### config.mk
export PLATFORM = sky130hd
export DESIGN_NAME = tdm_demux_1_2
export DESIGN_NICKNAME = d
export VERILOG_FILES = /design/src/rtl/tdm_demux_1_2.sv
export SDC_FILE = /design/constraint.sdc
export NUM_CORES = 1
export LEC_CHECK = 0
export CAP_MARGIN = 20
export CORE_AREA = 2 2 39 41
export CTS_CLUSTER_SIZE = 14
export DETAILED_ROUTE_END_ITERATION = 12
export DIE_AREA = 0 0 41 43
export MAX_ROUTING_LAYER = met4
export PLACE_DENSITY_LB_ADDON = 0.3
export SLEW_MARGIN = 20
export SYNTH_ARGS = -nofsm -noshare
export SYNTH_HDL_FRONTEND = slang
export SYNTH_SLANG_ARGS = --single-unit
### constraint.sdc
create_clock -name CLK -period 1.2 [get_ports CLK]
set_clock_uncertainty 0.1 [all_clocks]
set_input_delay 0.24 -clock CLK [delete_from_list [all_inputs] [get_ports CLK]]
set_output_delay 0.24 -clock CLK [all_outputs]
set_load 0.005 [all_outputs]
### src/rtl/tdm_demux_1_2.sv
// Receive-side TDM demultiplexer: steers valid beats into lane shadow registers,
// aligned by a SYNC marker on lane 0, and publishes each complete frame on F with an FV strobe.
module tdm_demux_1_2 #(
  parameter int WIDTH    = 1,
  parameter int CHANNELS = 2,
  parameter int SEL_W    = 1
) (
  input  logic                      CLK,
  input  logic                      RST,
  input  logic [WIDTH-1:0]          D,
  input  logic                      V,
  input  logic                      SYNC,
  output logic [CHANNELS*WIDTH-1:0] F,
  output logic                      FV,
  output logic [SEL_W-1:0]          S,
  output logic                      ERR
);

  typedef enum logic {HUNT, LOCK} state_t;

  localparam logic [SEL_W-1:0] LAST_LANE = SEL_W'(CHANNELS - 1);
  localparam logic [SEL_W-1:0] LANE_ONE  = SEL_W'(1);

  state_t                      state_q, state_d;
  logic [SEL_W-1:0]            s_q, s_d;
  logic [CHANNELS*WIDTH-1:0]   shadow_q, shadow_d;
  logic [CHANNELS*WIDTH-1:0]   f_q, f_d;
  logic                        fv_q, fv_d;
  logic                        err_q, err_d;

  always_comb begin
    state_d  = state_q;
    s_d      = s_q;
    shadow_d = shadow_q;
    f_d      = f_q;
    fv_d     = 1'b0;
    err_d    = err_q;
    if (V) begin
      unique case (state_q)
        HUNT: begin
          if (SYNC) begin
            shadow_d[WIDTH-1:0] = D;
            s_d                 = LANE_ONE;
            state_d             = LOCK;
          end
        end
        LOCK: begin
          if (SYNC && (s_q != '0)) begin
            // Misaligned marker: abandon the partial frame and restart at lane 0.
            err_d               = 1'b1;
            shadow_d[WIDTH-1:0] = D;
            s_d                 = LANE_ONE;
          end else begin
            shadow_d[int'(s_q)*WIDTH +: WIDTH] = D;
            if (s_q == LAST_LANE) begin
              f_d  = shadow_d;
              fv_d = 1'b1;
              s_d  = '0;
            end else begin
              s_d = s_q + LANE_ONE;
            end
          end
        end
        default: state_d = HUNT;
      endcase
    end
  end

  always_ff @(posedge CLK or posedge RST) begin
    if (RST) begin
      state_q  <= HUNT;
      s_q      <= '0;
      shadow_q <= '0;
      f_q      <= '0;
      fv_q     <= 1'b0;
      err_q    <= 1'b0;
    end else begin
      state_q  <= state_d;
      s_q      <= s_d;
      shadow_q <= shadow_d;
      f_q      <= f_d;
      fv_q     <= fv_d;
      err_q    <= err_d;
    end
  end

  assign F   = f_q;
  assign FV  = fv_q;
  assign S   = s_q;
  assign ERR = err_q;

endmodule

# Word level (Yosys, flattened, before mapping)
# Index checks and enable logic that the tools add are counted.
# W data, S select, Z words.
[totals]
reg_bits = 8
wordCells = 33
in_bits = 5
output_inout_bits = 5
[op_classes]
reduce_logical = 5
eq_ne = 1
shifts = 2
mux = 14
bitwise_logic = 2
addsub = 2
[ops]
columns = ["cell", "count"]
rows = [
  ["$neg A1 Y33", 1],
  ["$shift A1 B33 Y2 const A", 1],
  ["$shiftx A1 B33 Y2", 1],
  ["$mux W1", 11],
  ["$reduce_and A3 Y1", 2],
  ["$pmux W1 S2", 2],
  ["$reduce_and A4 Y1", 1],
  ["$bwmux W2", 1],
  ["$ne A2 B2 Y1 const B", 1],
  ["$not A1 Y1", 2],
  ["$reduce_and A2 Y1", 1],
  ["$add A1 B1 Y1 const B", 1],
  ["$logic_and A1 B1 Y1", 1],
]

# Depth between registers and ports, before layout
[depth]
ltp_word = 5
ltp_mapped = 4
ltp_nobuf = 4

# Least setup slack after synthesis
# Ideal clock, no wire load.
[synth_path]
path_type = "register -> register"
startpoint = "register state_q"
endpoint = "register shadow_q[0]"
arrival_ns = 0.954
required_time_ns = 0.972
setup_ns = 0.128
n_path_buf = 0
synth_period_minus_slack_ns = 1.182
slack_ns = 0.018
stages_incl_launch_ff = 4
path_cell_list = "dfrtp_1 > nor2b_1 > o21ai_1 > mux2_1"
[synth_via]
elab_chain_len = 3
word_cells_on_any_way = 4
classes_between = "eq/ne (1); mux (1); bitwise (1); reduce/logical (1)"
[synth_rtl]
columns = ["item", "line", "rtl"]
rows = [
  ["from (decl)", "24", "state_t state_q, state_d;"],
  ["from (signal assigned)", "78", "state_q <= state_d;"],
  ["$not A1 Y1", "n/a", ""],
  ["$ne A2 B2 Y1 (no line)", "n/a", ""],
  ["$reduce_and A2 Y1 (no line)", "n/a", ""],
  ["to (signal assigned)", "80", "shadow_q <= shadow_d;"],
  ["to (decl)", "26", "logic [CHANNELS*WIDTH-1:0] shadow_q, shadow_d;"],
]
# Parallel ways exist; a longest one is shown, timed or not.
# A chain may end at the register's enable or synchronous reset.

# Final worst setup path
[layout_path]
startpoint = "register s_q, in the netlist S"
endpoint = "register shadow_q[0]"
[layout_via]
elab_chain_len = 5
word_cells_on_any_way = 7
classes_between = "add/sub (1); shift (2); mux (3); reduce/logical (1)"
[layout_rtl]
columns = ["item", "line", "rtl"]
rows = [
  ["from (decl)", "25", "logic [SEL_W-1:0] s_q, s_d;"],
  ["from (signal assigned)", "72", "s_q <= '0;"],
  ["from (signal assigned)", "79", "s_q <= s_d;"],
  ["$neg A1 Y33", "54", "shadow_d[int'(s_q)*WIDTH +: WIDTH] = D;"],
  ["$shiftx A1 B33 Y2 / $shift A1 B33 Y2 (equally long branches)", "54", ""],
  ["$bwmux W2", "54", ""],
  ["$mux W1 *", "48", "if (SYNC && (s_q != '0)) begin"],
  ["$pmux W1 S2 *", "39", "unique case (state_q)"],
]
# Mark *: on every way between the ends. The rest lies on a longest branch, timed or not.

==> impl_metrics.env <==
export IMPL_cts_htree_levels=1
export IMPL_antenna_found_initial=0
export IMPL_clkLatencyLatePin_ps=250
export IMPL_power_density_nw_per_um2=1400
export IMPL_total_power_w=0.000649
export IMPL_hold_viol_final=0
export IMPL_r2r_start="S$_DFFE_PP0P_"
export IMPL_multi_input_area_sq_um=105
export IMPL_cts_root_buf="clkbuf_4"
export IMPL_peakVddDrop_mv=0.562
export IMPL_syn_cell_area_sq_um=278
export IMPL_die_x_um=41
export IMPL_start_kind="flip-flop"
export IMPL_period_share_pct=104
export IMPL_whs_ps=133
export IMPL_rsz0062_at_grt="yes"
export IMPL_nets=50
export IMPL_end_kind="flip-flop"
export IMPL_clk_path_buf_depth=2
export IMPL_cp_data_required_time_ps=1230
export IMPL_die_area_sq_um=1760
export IMPL_hold_path_class="in -> async"
export IMPL_port_buffers=9
export IMPL_area_growth_pct=67.6
export IMPL_grt_pass1_vias=255
export IMPL_synth_flop_cell="dfrtp_1"
export IMPL_grtUsageTotal_pct=9.95
export IMPL_place_congestion=0.747
export IMPL_fp_coreArea_sq_um=1380
export IMPL_slowest_delay_ps=400
export IMPL_place_area_sq_um=425
export IMPL_p_sw_share_pct=25.8
export IMPL_path_buf_inv=1
export IMPL_syn_avg_cell_area_sq_um=11.6
export IMPL_cts_buffers=3
export IMPL_cp_slowest_cell="dfrtp_1"
export IMPL_leakagePower_nw=0.215
export IMPL_path_clk_slew_ps=60
export IMPL_drtPass1Iterations=4
export IMPL_start_util_pct=20.1
export IMPL_wire_per_inst_um=11.7
export IMPL_synth_area_top_cells="dfrtp_1 (63%), nand2_1 (5.4%), a41o_2 (4.1%)"
export IMPL_synth_commonest_cells="dfrtp_1 (7), nand2_1 (4), nor3_1 (2)"
export IMPL_crit_chain="buf_6 > nor2b_1 > o21ai_1 > mux2_1"
export IMPL_yosys_area_top_type_share_pct=63.1
export IMPL_layout_drive_gt1_share_pct=40.9
export IMPL_vias=251
export IMPL_violations="negative setup slack"
export IMPL_cts_tree="yes"
export IMPL_grt_max_degree=8
export IMPL_grt_pass1_wl_um=1070
export IMPL_fp_dieH_um=43
export IMPL_synth_seq_area_share_pct=63.1
export IMPL_regArea_sq_um=175
export IMPL_sequentialPowerShare_pct=44.1
export IMPL_routed_wl_um=702
export IMPL_layout_min_cycle_time_ps=1250
export IMPL_io_pins=10
export IMPL_internal_power_w=0.000482
export IMPL_drv_slew=0
export IMPL_path_class="reg -> reg"
export IMPL_rr_worst_depth=4
export IMPL_netlist_top_cell_by_area="dfrtp_1"
export IMPL_slew_headroom_pct=81.5
export IMPL_r2r_end="shadow_q[0]$_DFFE_PP0P_"
export IMPL_dp_hpwl_um=479
export IMPL_dr_wl_met2_um=358
export IMPL_crit_family="flip-flops"
export IMPL_pwr_share_clk_pct=33.5
export IMPL_fin_area_sq_um=465
export IMPL_syn_nets=29
export IMPL_fill_cells=145
export IMPL_drt_initial_drc_count=2
export IMPL_wl_met1_um=293
export IMPL_status="finished, violations left"
export IMPL_max_cap_viol_count=0
export IMPL_setup_viol=2
export IMPL_rows=14
export IMPL_fin_ws_ps=-45.6
export IMPL_cts_hold_buffers=0
export IMPL_worstPathArrival_ps=1280
export IMPL_met3_length_um=49
export IMPL_synthCells=24
export IMPL_synth_seq_cells=7
export IMPL_fmax_mhz=803
export IMPL_ys_async_sr_fraction_pct=100
export IMPL_drcViolationCount=0
export IMPL_ys_warn_count=0
export IMPL_vias_per_cell=4.18
export IMPL_synth_edff_count=0
export IMPL_synth_distinct_cells=14
export IMPL_worstMarginPinSlew_ps=276
export IMPL_grt_overflow=0
export IMPL_yosysMostFrequentCell="dfrtp_1"
export IMPL_diodes=0
export IMPL_comb_power_share_pct=22.5
export IMPL_dr_max_layer_used="met3"
export IMPL_p_switching_w=0.000168
export IMPL_ant_nets=0
export IMPL_crit_fanout=3
export IMPL_cts_sinks=7
export IMPL_r2r_setup_slack_ps=-50
layout make-up:
cell class                 instances  area share [%]
sequential                         7            37.6
multi-input combinational         15            22.6
clock buffer                       4            5.65
tap                               16            4.30
timing repair buffer              16            28.2
inverter                           2            1.61
how the worst max path moves through the flow:
stage,slack [ps],cells after the start,from,end
floorplan,20,3,state_q$_DFFE_PP0P_,shadow_q[0]$_DFFE_PP0P_
global placement,-170,3,SYNC,shadow_q[0]$_DFFE_PP0P_
detailed placement,-230,4,SYNC,S$_DFFE_PP0P_
CTS,-60,4,S$_DFFE_PP0P_,shadow_q[0]$_DFFE_PP0P_
global route,-80,4,S$_DFFE_PP0P_,shadow_q[0]$_DFFE_PP0P_
finish,-50,4,S$_DFFE_PP0P_,shadow_q[0]$_DFFE_PP0P_
kinds of logic after synthesis:
group / Yosys count / synth area share, %
AO/OA/AOI/OAI: 4 / 10.8
flip-flops: 7 / 63.1
AND/OR/NAND/NOR: 9 / 15.8
multiplexers: 2 / 7.66
buffers and inverters: 2 / 2.70
layout by cell type, fill, tap and decap left out, drive strengths merged:
| master | count |
|---|---|
| buf | 7 |
| mux2i | 1 |
| nor3 | 2 |
| a21o | 1 |
| nand2 | 4 |
| clkdlybuf4s50 | 4 |
| nand4b | 1 |
| nor2b | 1 |
| nor2 | 1 |
| inv | 2 |
| dfrtp | 7 |
| mux2 | 1 |
| clkbuf | 7 |
| o21ai | 2 |
| clkdlybuf4s15 | 2 |
| a41o | 1 |
per-stage QoR:
step	setup slack, ps	util (%)	TNS, ps	instances
2_1_floorplan	18.3	-	0	24
6_report	-45.6	33.6	-55.6	60
3_5_place_dp	-226	30.7	-1080	54
4_1_cts	-59.1	34.3	-95.2	60
5_1_grt	-80.9	33.6	-207	60
3_3_place_gp	-171	30.7	-805	54
flip-flops by register name, summed over array words and instances, names as in the netlist:
signal    cells
ERR           1
FV            1
shadow_q      1
F             2
S             1
state_q       1
metal layers:
metal / GRT usage (%) / up-vias
li1: - / 124
met5: - / -
met3: 3.14 / 0
met1: 11.5 / 118
met4: 8.00 / 0
met2: 13.4 / 9
power by group through the flow:
stage,clock network [W],registers [W],logic [W]
2_1_floorplan,0,0.000297,0.0000401
3_3_place_gp,0,0.000292,0.000142
3_5_place_dp,0,0.000294,0.000145
4_1_cts,0.000217,0.000288,0.000153
5_1_grt,0.000234,0.000290,0.000163
6_report,0.000217,0.000286,0.000146
what timing repair did:
item	in CTS	in global routing
buffers inserted	2	0
pin swaps	1	1
gates resized for setup	12	5
endpoints found under the setup margin	6	8
Power figures use the tool's default switching activity.
